## config.mk

```make
export PLATFORM = sky130hd
export DESIGN_NAME = cover_toggle_collector
export DESIGN_NICKNAME = d
export VERILOG_FILES = /design/src/rtl/cover_toggle_collector.sv
export SDC_FILE = /design/constraint.sdc
export NUM_CORES = 1
export LEC_CHECK = 0
export ABC_AREA = 1
export CAP_MARGIN = 20
export CELL_PAD_IN_SITES_DETAIL_PLACEMENT = 0
export CELL_PAD_IN_SITES_GLOBAL_PLACEMENT = 1
export CORE_MARGIN = 2
export CORE_UTILIZATION = 24
export DETAILED_ROUTE_END_ITERATION = 7
export PLACE_DENSITY_LB_ADDON = 0.1
export SLEW_MARGIN = 20
export SYNTH_ARGS = -nofsm -noshare
export SYNTH_HDL_FRONTEND = slang
export SYNTH_SLANG_ARGS = --single-unit
```

## constraint.sdc

```tcl
create_clock -name clock_i -period 1.68 [get_ports clock_i]
set_input_delay 0.336 -clock clock_i [delete_from_list [all_inputs] [get_ports clock_i]]
set_output_delay 0.336 -clock clock_i [all_outputs]
set_load 0.005 [all_outputs]
```

## src/rtl/cover_toggle_collector.sv

```systemverilog
// cover_toggle_collector
//
// Receiver for one toggle-coverage group. Per-point hit strobes are folded
// into a sticky bitmap; each point hit for the first time is reported once, as
// its absolute cover index, over a valid/ready stream. A saturating count of
// covered points is kept alongside.
//
// Ports:
//   clock_i          rising-edge clock
//   reset_i          asynchronous active-high reset, clears all state
//   valid_i          per-point hit strobes, sampled every edge
//   clear_i          synchronous clear of all coverage state
//   out_valid_o      out_index_o holds an unreported newly covered point
//   out_ready_i      consumer accepts out_index_o
//   out_index_o      absolute cover index (COVER_INDEX + point)
//   covered_map_o    sticky hit bitmap
//   covered_count_o  saturating count of covered points
//   all_covered_o    every point of the group has been hit
module cover_toggle_collector #(
  parameter int unsigned     WIDTH       = 2,
  parameter longint unsigned COVER_INDEX = 0,
  parameter longint unsigned COVER_TOTAL = 8940,
  parameter int unsigned     IDX_W       = 64,
  parameter int unsigned     CNT_W       = 16
) (
  input  logic              clock_i,
  input  logic              reset_i,
  input  logic [WIDTH-1:0]  valid_i,
  input  logic              clear_i,
  output logic              out_valid_o,
  input  logic              out_ready_i,
  output logic [IDX_W-1:0]  out_index_o,
  output logic [WIDTH-1:0]  covered_map_o,
  output logic [CNT_W-1:0]  covered_count_o,
  output logic              all_covered_o
);

  localparam int unsigned SelW = (WIDTH > 1) ? $clog2(WIDTH) : 1;

  // Elaboration-time sanity: an illegal parameter set lands in this block.
  if (WIDTH == 0 || CNT_W < $clog2(WIDTH + 1) || COVER_TOTAL < WIDTH) begin : g_bad_params
  end

  typedef enum logic [0:0] {StEmpty, StHold} state_e;

  state_e             state_q, state_d;
  logic [WIDTH-1:0]   hit_q, hit_d;
  logic [WIDTH-1:0]   pend_q, pend_d;
  logic [CNT_W-1:0]   cnt_q, cnt_d;
  logic [IDX_W-1:0]   idx_q, idx_d;

  logic [WIDTH-1:0]   new_hits;
  logic [SelW-1:0]    sel;
  logic               found;
  logic [CNT_W:0]     pop;
  logic [CNT_W:0]     cnt_sum;

  always_comb begin
    new_hits = valid_i & ~hit_q;

    // Lowest pending point, taken from pend_q so that bits set at this edge
    // only become eligible at the next one.
    sel   = '0;
    found = 1'b0;
    for (int unsigned i = 0; i < WIDTH; i++) begin
      if (pend_q[i] && !found) begin
        found = 1'b1;
        sel   = SelW'(i);
      end
    end

    pop = '0;
    for (int unsigned i = 0; i < WIDTH; i++) begin
      pop = pop + (CNT_W + 1)'(new_hits[i]);
    end
    // Both operands fit in CNT_W bits, so the carry bit flags saturation.
    cnt_sum = {1'b0, cnt_q} + pop;

    hit_d   = hit_q;
    pend_d  = pend_q;
    cnt_d   = cnt_q;
    state_d = state_q;
    idx_d   = idx_q;

    if (clear_i) begin
      hit_d   = '0;
      pend_d  = '0;
      cnt_d   = '0;
      state_d = StEmpty;
      idx_d   = '0;
    end else begin
      hit_d  = hit_q | new_hits;
      pend_d = pend_q | new_hits;
      cnt_d  = cnt_sum[CNT_W] ? {CNT_W{1'b1}} : cnt_sum[CNT_W-1:0];
      // Output slot is free when empty or being drained this edge.
      if (state_q == StEmpty || out_ready_i) begin
        if (found) begin
          pend_d[sel] = 1'b0;
          idx_d       = IDX_W'(COVER_INDEX) + IDX_W'(sel);
          state_d     = StHold;
        end else begin
          state_d = StEmpty;
        end
      end
    end
  end

  always_ff @(posedge clock_i or posedge reset_i) begin
    if (reset_i) begin
      state_q <= StEmpty;
      hit_q   <= '0;
      pend_q  <= '0;
      cnt_q   <= '0;
      idx_q   <= '0;
    end else begin
      state_q <= state_d;
      hit_q   <= hit_d;
      pend_q  <= pend_d;
      cnt_q   <= cnt_d;
      idx_q   <= idx_d;
    end
  end

  assign out_valid_o     = (state_q == StHold);
  assign out_index_o     = idx_q;
  assign covered_map_o   = hit_q;
  assign covered_count_o = cnt_q;
  assign all_covered_o   = &hit_q;

endmodule

```

**After elaboration in Yosys (flattened, before gate mapping)**

Cells that the tools add are included.

- Register bits: 85
- Bits of input ports: 6
- Output and inout port bits: 84
- Word-level logic and storage cells: 41

- $add $sub $neg: 2
- $lt $le $gt $ge: 2
- Multiplexer cells: 17
- Bitwise gates (word level): 7
- Reduce and logical (&&, ||, !) cells: 8

Operators with widths:

| cell | number |
|---|---|
| $mux 64 | 3 |
| $mux 16 | 2 |
| $add 16x2->17 | 1 |
| $mux 2 | 4 |
| $mux 1 | 7 |
| $and 2x2->2 | 2 |
| $not 2->2 | 2 |
| $or 2x2->2 | 2 |
| $reduce_and 2->1 | 2 |
| $reduce_bool 2->1 | 2 |
| $add 1x1->2 | 1 |
| $logic_and 1x1->1 | 2 |
| $lt 1x2->1 const B | 1 |
| $demux 1 s1 | 1 |
| $ge 1x1->1 const B | 1 |
| $logic_not 1->1 | 1 |
| $logic_or 1x1->1 | 1 |
| $not 1->1 | 1 |

**Logic depth before layout (Yosys ltp)**

- Depth after elaboration: 13
- Gate-level depth with buffers: 12
- Gate-level depth less buffers: 12

**Least setup slack after synthesis**

OpenSTA, ideal clock, no wires.

- Path kind: reg2reg
- Start point: register hit_q[0] (netlist: covered_map_o[0])
- End point: register cnt_q[13] (netlist: covered_count_o[13])
- Setup time: 113 ps
- Arrival: 1704 ps
- Data required time: 1567 ps
- Setup slack: -137 ps
- Stages on the path, launching flop included: 12
- Path buffers: 0
- Period minus slack after synthesis: 1817 ps
- Cells stage by stage: dfrtp_1 nor2_1 fa_1 ha_1 nand3_2 inv_1 nand2_2 inv_1 nand2_2 nand3_1 nand2_1 inv_1

- Longest elaborated chain between the ends: 6

RTL lines:

| element | line | RTL |
|---|---|---|
| start, declared | 47 | `logic [WIDTH-1:0] hit_q, hit_d;` |
| start signal, assigned | 117 | `hit_q <= hit_d;` |
| $not 2->2 | 59 | `new_hits = valid_i & ~hit_q;` |
| $and 2x2->2 | 59 |  |
| $add 1x1->2 | 74 | `pop = pop + (CNT_W + 1)'(new_hits[i]);` |
| $add 16x2->17 | 77 | `cnt_sum = {1'b0, cnt_q} + pop;` |
| $mux 16 | 94 | `cnt_d = cnt_sum[CNT_W] ? {CNT_W{1'b1}} : cnt_sum[CNT_W-1:0];` |
| $mux 16 | 85 | `if (clear_i) begin` |
| named net cnt_d[13] | 49 | `logic [CNT_W-1:0] cnt_q, cnt_d;` |
| end signal, assigned | 119 | `cnt_q <= cnt_d;` |
| end, declared | 49 |  |

The timed path passes the listed nets, and every way through them passes these cells.
A chain may end at the register's enable or synchronous reset.

**Worst setup path after layout**

- Start point: register hit_q[0] (netlist: covered_map_o[0])
- End point: register cnt_q[8] (netlist: covered_count_o[8])

The elaborated chain is that of the path after synthesis.

==> results.tsv <==
stage	metric	value	unit
run_status	outcome	finished with violations	
run_status	failing checks	setup timing	
final_layout	final net count	272	
setup_path	Critical Path End Type	flop	
sta	worst setup margin	-0.0541	ns
logic_synthesis	Netlist Area Pre-Place	1670	sq um
final_layout	non-filler cells, final	343	
setup_path	FF-to-FF End	covered_count_o[8]	
clock_network	hold_buf cts	0	
logic_synthesis	Mapped Cells	220	
logic_synthesis	Syn Area/Cell	7.59	sq um
setup_path	slowest CP cell	fa_2	
flow_run	total of max-cap violations	0	
sta	clk_skew	0.00276	ns
setup_path	Setup crit start kind	flop	
clock_network	Clock Sink Count	22	
setup_path	Critical Path RT	1.84	ns
setup_path	Worst Setup EP	covered_count_o[8]	
drt	total number of vias	1264	
drt	vias per cell	3.69	
logic_synthesis	sequential-to-total area share from yosys stat	33.0	%
global_routing	initial antenna violation count	0	
setup_path	worst reg2reg setup slack	-0.05	ns
drt	Routed WL per cell	10.4	microns
clock_network	CTS max path bufs	2	
setup_path	crit-path max FO	6	
die	die width	87.4	microns
final_layout	Final Util	30.2	%
place	IO buf count	26	
global_routing	gr usage total	9.65	%
sta	Hold Vio Cnt, Final	0	
pwr	Final Power	1.17	mW
drt	drt pass-1 iters	4	
clock_network	Root Driver	clkbuf_8	
pwr	cell leakage power	1.13	nW
logic_synthesis	post-synth cell types	20	
hold_path	hold crit path type	in -> async	
place	Post-DP Area	1890	sq um
die	core box area	6760	sq um
global_routing	largest net degree at the start of global routing	23	
final_layout	commonest non-fill, non-tap cell in the layout	conb_1	
pwr	total power per unit cell area	574	nW/um^2
global_routing	grt ovf	0	
place	gpl congestion	0.700	
final_layout	final instance area	2040	sq um
place	Setup WS pre-CTS	-0.585	ns
sta	RSZ-0062 raised after global routing	true	
die	# IOs	90	
sta	minimum clock period	1.73	ns
die	Initial Util	24.7	%
setup_path	Worst Setup Path Type	reg -> reg	
final_layout	share of cells above drive strength 1	15.2	%
sta	crit share post-route	103	%
place	Final HPWL DP	2720	microns
drt	Total Wirelength	3560	microns
clock_network	CTS H-tree lvls	1	
global_routing	first-pass GRT wire length	5660	microns
pwr	worst-case vdd ir drop	0.232	mV
global_routing	vias in the first global route	1149	
sta	hold_ws	0.407	ns
final_layout	Syn-to-layout area delta	22.0	%
setup_path	CP startpoint	covered_map_o[0]	
sta	final-report max-slew violation count	0	
sta	FMAX	0.577	GHz
clock_network	CTS buffer count	3	
drt	Residual DRC	0	
setup_path	Crit path largest cell delay	0.42	ns
clock_network	Worst-Skew Late Latency	0.27	ns
final_layout	commonest non-fill, non-tap cells in the layout	conb_1, nand2_1, inv_1	
sta	# setup viols final	7	
setup_path	Worst EP arrival	1.89	ns
setup_path	Worst Reg2Reg Path Length in Cells	9	
die	Die H	87.4	microns
die	full die area	7640	sq um
setup_path	critical-path cell list	nor2_4 > fa_2 > ha_4 > nand3_4 > inv_2 > nand2_4 > buf_4 > xor2_1 > a21oi_1	
sta	TNS Setup	-0.304	ns
logic_synthesis	yosys warns	0	
place	Cells after DPL	334	
drt	DR iter-0 viols	62	
clock_network	CTS tree	built	
drt	post-route ant nets	0	
setup_path	RR Startpoint	covered_map_o[0]	
clock_network	Reg clk slew, reported paths	0.09	ns
final_layout	Antenna diodes	0	
logic_synthesis	synthesized flop and latch total	22	
die	FP Rows	30	
==> layer usage <==
metal  vias to the layer above  global-route usage [%]  routed length (microns)
li1                        633                       -                        -
met1                       573                    13.2                     1650
met2                        55                    15.4                     1670
met3                         3                    1.80                      203
met4                         0                    2.94                       28
met5                         -                       0                        0
==> registers in the layout, summed over array words and instances (netlist names) <==
signal	flops
covered_count_o	16
out_index_o	1
out_valid_o	1
covered_map_o	2
pend_q	2
==> worst max-delay path: cells and delay by family (launching register included) <==
family	cells	cell delay, ns
XOR/XNOR	1	0.15
AND/OR/NAND/NOR	3	0.22
buffers and inverters	2	0.17
flip-flops	1	0.40
AO/OA/AOI/OAI	1	0.08
adder cells (fa/ha/maj)	2	0.60
==> cell families (layout without fill, tap and decap cells) <==
group / Yosys count / in the layout / synth area share (%)
and+or+nand+nor: 73 / 73 / 19.6
adders and majority gates: 2 / 2 / 1.95
buffers and inverters: 96 / 77 / 35.7
other: 1 / 63 / 0.225
DFF: 22 / 22 / 33.0
AOI/OAI and AO/OA: 19 / 19 / 5.92
xor gates and xnor gates: 7 / 7 / 3.67
==> worst min-delay path by stage <==
stage | from | to | slack (ns) | cells past startpoint
finish | reset_i | covered_count_o[10] | 0.41 | 3
global route | reset_i | covered_count_o[10] | 0.44 | 3
CTS | reset_i | covered_count_o[9] | 0.42 | 3
detailed placement | out_index_o[0] | out_index_o[0] | 0.50 | 2
global placement | out_index_o[0] | out_index_o[0] | 0.50 | 2
floorplan | reset_i | covered_count_o[0] | 0.33 | 1
==> report_power, final <==
| group | internal [mW] | switching [mW] | leakage, nW | total [mW] |
|---|---|---|---|---|
| Combinational | 0.0901 | 0.105 | 0.806 | 0.195 |
| Clock | 0.209 | 0.191 | 0.0288 | 0.400 |
| Sequential | 0.551 | 0.0234 | 0.298 | 0.575 |
| Total | 0.851 | 0.319 | 1.13 | 1.17 |
==> repair_timing <==
action / in CTS / in global routing
resized for setup: 14 / 6
pin swaps: 5 / 2
setup endpoints to repair: 17 / 19
buffers inserted: 2 / 3
==> synthesized netlist by cell type, drive strengths merged <==
| library cell | instances | share of area [%] |
|---|---|---|
| buf | 63 | 28 |
| clkbuf | 1 | 0.22 |
| fa | 1 | 1.2 |
| a21oi | 12 | 3.6 |
| inv | 32 | 7.2 |
| xor2 | 4 | 2.1 |
| dfrtp | 22 | 33 |
| a31oi | 1 | 0.37 |
| o21bai | 1 | 0.45 |
| nand4 | 3 | 1.1 |
| conb | 1 | 0.22 |
| nand2 | 32 | 7.6 |
| xnor2 | 3 | 1.6 |
| ha | 1 | 0.75 |
| nand3 | 14 | 4.5 |
| nor2 | 24 | 6.3 |
| o21ai | 5 | 1.5 |
==> cell type report <==
class / count / area [sq um]
inverter: 32 / 120
fill: 748 / 4720
sequential: 22 / 552
multi-input combinational: 164 / 833
clock buffer: 4 / 55.1
timing repair buffer: 41 / 378
tap: 80 / 100
(Power assumes the default switching activity.)
==> edit 1 (same settings) <==
Set the parameter `CNT_W` to 32 (it was 16).
--- a/src/rtl/cover_toggle_collector.sv
+++ b/src/rtl/cover_toggle_collector.sv
@@ -21,7 +21,7 @@
   parameter longint unsigned COVER_INDEX = 0,
   parameter longint unsigned COVER_TOTAL = 8940,
   parameter int unsigned     IDX_W       = 64,
-  parameter int unsigned     CNT_W       = 16
+  parameter int unsigned     CNT_W       = 32
 ) (
   input  logic              clock_i,
   input  logic              reset_i,
Interface: changed (resized covered_count_o); port bits go from 90 to 106. No check against the original RTL was run, so the function may have changed too.
==> edit 1 against the unedited design <==
The run still ends with negative setup slack left. Total power rose by 110%. Fmax fell by 7.7%. Area after synthesis increased by 65%. Setup slack lost 140 ps. Critical path depth up 1. First-iteration DRC count is 35% lower. Routed wire length rose by 120%. Count of clock-buffer cells in the layout is 2 higher. Cell area grew 87%. Critical endpoint is now covered_count_o[10]. Sequential cell count is 16 higher.
==> edit 1: results (changes against the unedited design) <==
outcome:
  outcome: "finished, violations left"
  violations: "negative setup slack"
worst_setup_path:
  reg2reg_setup_slack_ps: -200  # -140 ps
  cpMaxStageDelayCell: "dfrtp_1"
  ff2ff_path_depth: 10  # +1
  cp.arrival_ps: 2090  # +200 ps
  crit_family: "simple AND/OR/NAND/NOR gates"
  crit_end: "covered_count_o[10]"
  startpoint: "covered_map_o[0]"
  cpPeakStageDelay_ps: 410
clock_network:
  clk_root_buffer_cell: "clkbuf_16"
  clk_pin_slew_worst_paths_ps: 60  # -30 ps
  cts_made_buffers: 5  # +2
  ctsHtreeMaxLevel: 2  # +1
synth:
  synthTopCellsByCount: "nand2_1, nor2_1, buf_4"
  ys_seq_area_share_pct: 34.6  # +1.6 points
  synth_cell_types: 26  # +30%
  synth.area.top_cells: "dfrtp_1, buf_4, nand2_1"
placed_design:
  port_buffers: 42  # +62%
  place_congestion: 0.774  # +11%
  dp_hpwl_um: 5790  # +110%
layout:
  largest_reg_flops: 32  # +16
  nFillCells: 1253  # +68%
  finalNetCount: 482  # +77%
  final_layout_size_suffix_gt1_share_pct: 21.1  # +5.8 points
  num_antenna_cells: 0  # unchanged
power:
  ir_drop_uv: 361  # +56%
  p_leak_nw: 1.88  # +66%
global_routing:
  first_global_vias: 2306  # +100%
  track_usage_pct: 12.5  # +2.9 points
  grt_pass1_wl_um: 12100  # +110%
  grt_max_degree: 39  # +70%
route:
  vias: 2410  # +91%
  drtIter0Drc: 40  # -35%
timing:
  skew_ps: 2.76  # +0.000950 ps
  setup_viol: 32  # +25
  setup_tns_ps: -4680  # -4380 ps
  setup_ws_ps: -198  # -144 ps
edit 1: layer usage:
metal	share of wire (%)	vias up	track usage, %
met4	0.85	0	2.72
met1	47	1117	16.4
met2	49	62	21.8
met5	0	-	0
met3	3.6	5	2.19
li1	-	1226	-
edit 1: worst reg2reg max path, cell delays in order (launching register included):
cell and delay, ps:
dfrtp_1 410, nor2_4 120, fa_2 240, ha_4 140
inv_2 40, nor2_4 110, nand2_4 100, nor2_8 170
nand3_4 170, buf_12 190, a21oi_2 110
edit 1: what timing repair did:
action,in CTS,in global routing
resized for setup,16,16
buffers inserted,2,2
pin swaps,19,8
cloned,1,0
endpoints found under the setup margin,33,35
edit 1: kinds of logic after synthesis:
group,synth area share (%)
AND/OR/NAND/NOR,31.2
buffers and inverters,24.8
flip-flops,34.6
AO/OA/AOI/OAI,4.60
XOR/XNOR,3.50
adder cells (fa/ha/maj),1.18
other,0.136
edit 1: stage by stage:
step,std cells,hold slack [ps],cell area [µm²]
CTS,616,414,3750
detailed placement,605,494,3480
global route,618,459,3800
floorplan,450,392,3050
finish,618,410,3800
global placement,605,492,3480
edit 1: report_power, final:
group / total (mW) / internal, mW / switching, mW
registers: 0.961 / 0.937 / 0.0237
clock network: 1.28 / 0.892 / 0.390
logic: 0.224 / 0.0977 / 0.127
total: 2.47 / 1.93 / 0.540
edit 1: cell type report:
type                    instances  share of cell area [%]
clock inverters                 2                    1.58
repair buffers                 84                    21.0
well taps                     143                    4.71
multi-input cells             298                    39.4
flip-flops and latches         38                    25.0
clock buffers                   6                    3.65
inverters                      47                    4.64
==> edit 2 (same flow settings) <==
Without the edit above. Put one more register stage on the output `covered_count_o`. The value now appears one clock later. The other outputs are not delayed to match.
--- a/src/rtl/cover_toggle_collector.sv
+++ b/src/rtl/cover_toggle_collector.sv
@@ -124,7 +124,9 @@
   assign out_valid_o     = (state_q == StHold);
   assign out_index_o     = idx_q;
   assign covered_map_o   = hit_q;
-  assign covered_count_o = cnt_q;
+  always_ff @(posedge clock_i) begin
+    covered_count_o <= cnt_q;
+  end
   assign all_covered_o   = &hit_q;
 
 endmodule
Formal check against the unedited RTL: not equivalent (a bounded check fails within 4 cycles, from zero or initial values and one cycle with reset_i high).
==> edit 2 against the unedited design <==
The run still ends with negative setup slack left. Total power rose by 69%. Cell area up 27%. Critical path depth did not move. Critical endpoint is now cnt_q[8]. Routed wire length rose by 17%. Sequential cell count rose by 16. Fmax shrank 0.88%. Utilization rose by 1.3 points. Die area grew 22%. Area after synthesis rose by 23%. Setup slack got worse by 15 ps. First-iteration DRC count fell by 50%. Clock power rose by 100%.
==> edit 2: results (changes against the unedited design) <==
timing:
  hold_slack_ps: 395  # -12.2 ps
  setup_viol: 7  # unchanged
  setup_ws_ps: -69.4  # -15.3 ps
  skew_ps: 6.13  # +3.37 ps
outcome:
  outcome: "finished, violations left"
  violations: "negative setup slack"
clock_network:
  ctsHtreeMaxLevel: 2  # +1
  cts_setup_buffers: 1  # -1
  cts_made_buffers: 5  # +2
  cts_resized: 8  # -6
placed_design:
  dp_cells: 376  # +13%
  dpl-instance-area_um2: 2300  # +21%
  place_congestion: 0.725  # +3.6%
layout:
  nFillCells: 911  # +22%
  finalNetCount: 293  # +7.7%
  multiInputGateArea_um2: 975  # +17%
  multi_input_area_share_pct: 37.6  # -3.3 points
  nMultiInputCombCells: 168  # +2.4%
  area_growth_pct: 26.2
  nonClkBufAreaFrac_pct: 14.5  # -4.1 points
  n_all_inverters: 31  # -3.1%
  clock_buffers: 7  # +3
  final_layout_size_suffix_gt1_share_pct: 19.9  # +4.7 points
synth:
  synth-xor-area-share_pct: 2.98  # -0.69 points
  synthTopCellsByCount: "buf_4, inv_1, nand2_1"
  synth_compound_area_share_pct: 4.99  # -0.93 points
  ys_seq_area_share_pct: 42.4  # +9.4 points
  synth.area.top_cells: "dfrtp_1, buf_4, dfxtp_1"
  avgSynthCellArea_um2: 8.64  # +14%
  synthArstFlopShare_pct: 57.9  # -42 points
route:
  dr_wl_met3_um: 238  # +17%
  met1_length_um: 1910  # +15%
  drt-vias-per-instance: 3.63  # -1.4%
  vias: 1421  # +12%
worst_setup_path:
  crit_fanout: 5  # -1
  r2r_end: "cnt_q[8]"
global_routing:
  first_global_vias: 1270  # +11%
power:
  switchingPower_mw: 0.460  # +44%
==> edit 2: logic make-up after synthesis <==
logic type / Yosys count
buf+inv: 95
other cells: 1
fa+ha+maj: 2
compound gates: 19
simple gates: 76
flops: 38
xor+xnor: 7
==> edit 2: routing by layer <==
metal	track usage, %	vias to the layer above
li1	-	704
met1	12.4	663
met2	14.9	48
met3	2.79	6
met4	3.64	0
met5	0	-
==> edit 2: power by group through the flow <==
stage	clock network, mW	registers, mW	logic (mW)
final	0.813	0.966	0.195
after global routing	0.872	0.971	0.227
after CTS	0.845	0.966	0.185
after detailed placement	0	0.987	0.187
after global placement	0	0.987	0.187
after floorplan	0	0.984	0.203
==> edit 2: critical path: stages, from the launching register on <==
cell     delay [ps]
dfrtp_1         400
nor2_4           50
fa_2            390
ha_4            180
nand3_4         100
inv_4            50
nand2_8         110
buf_4           120
xor2_1          130
a21oi_1          90
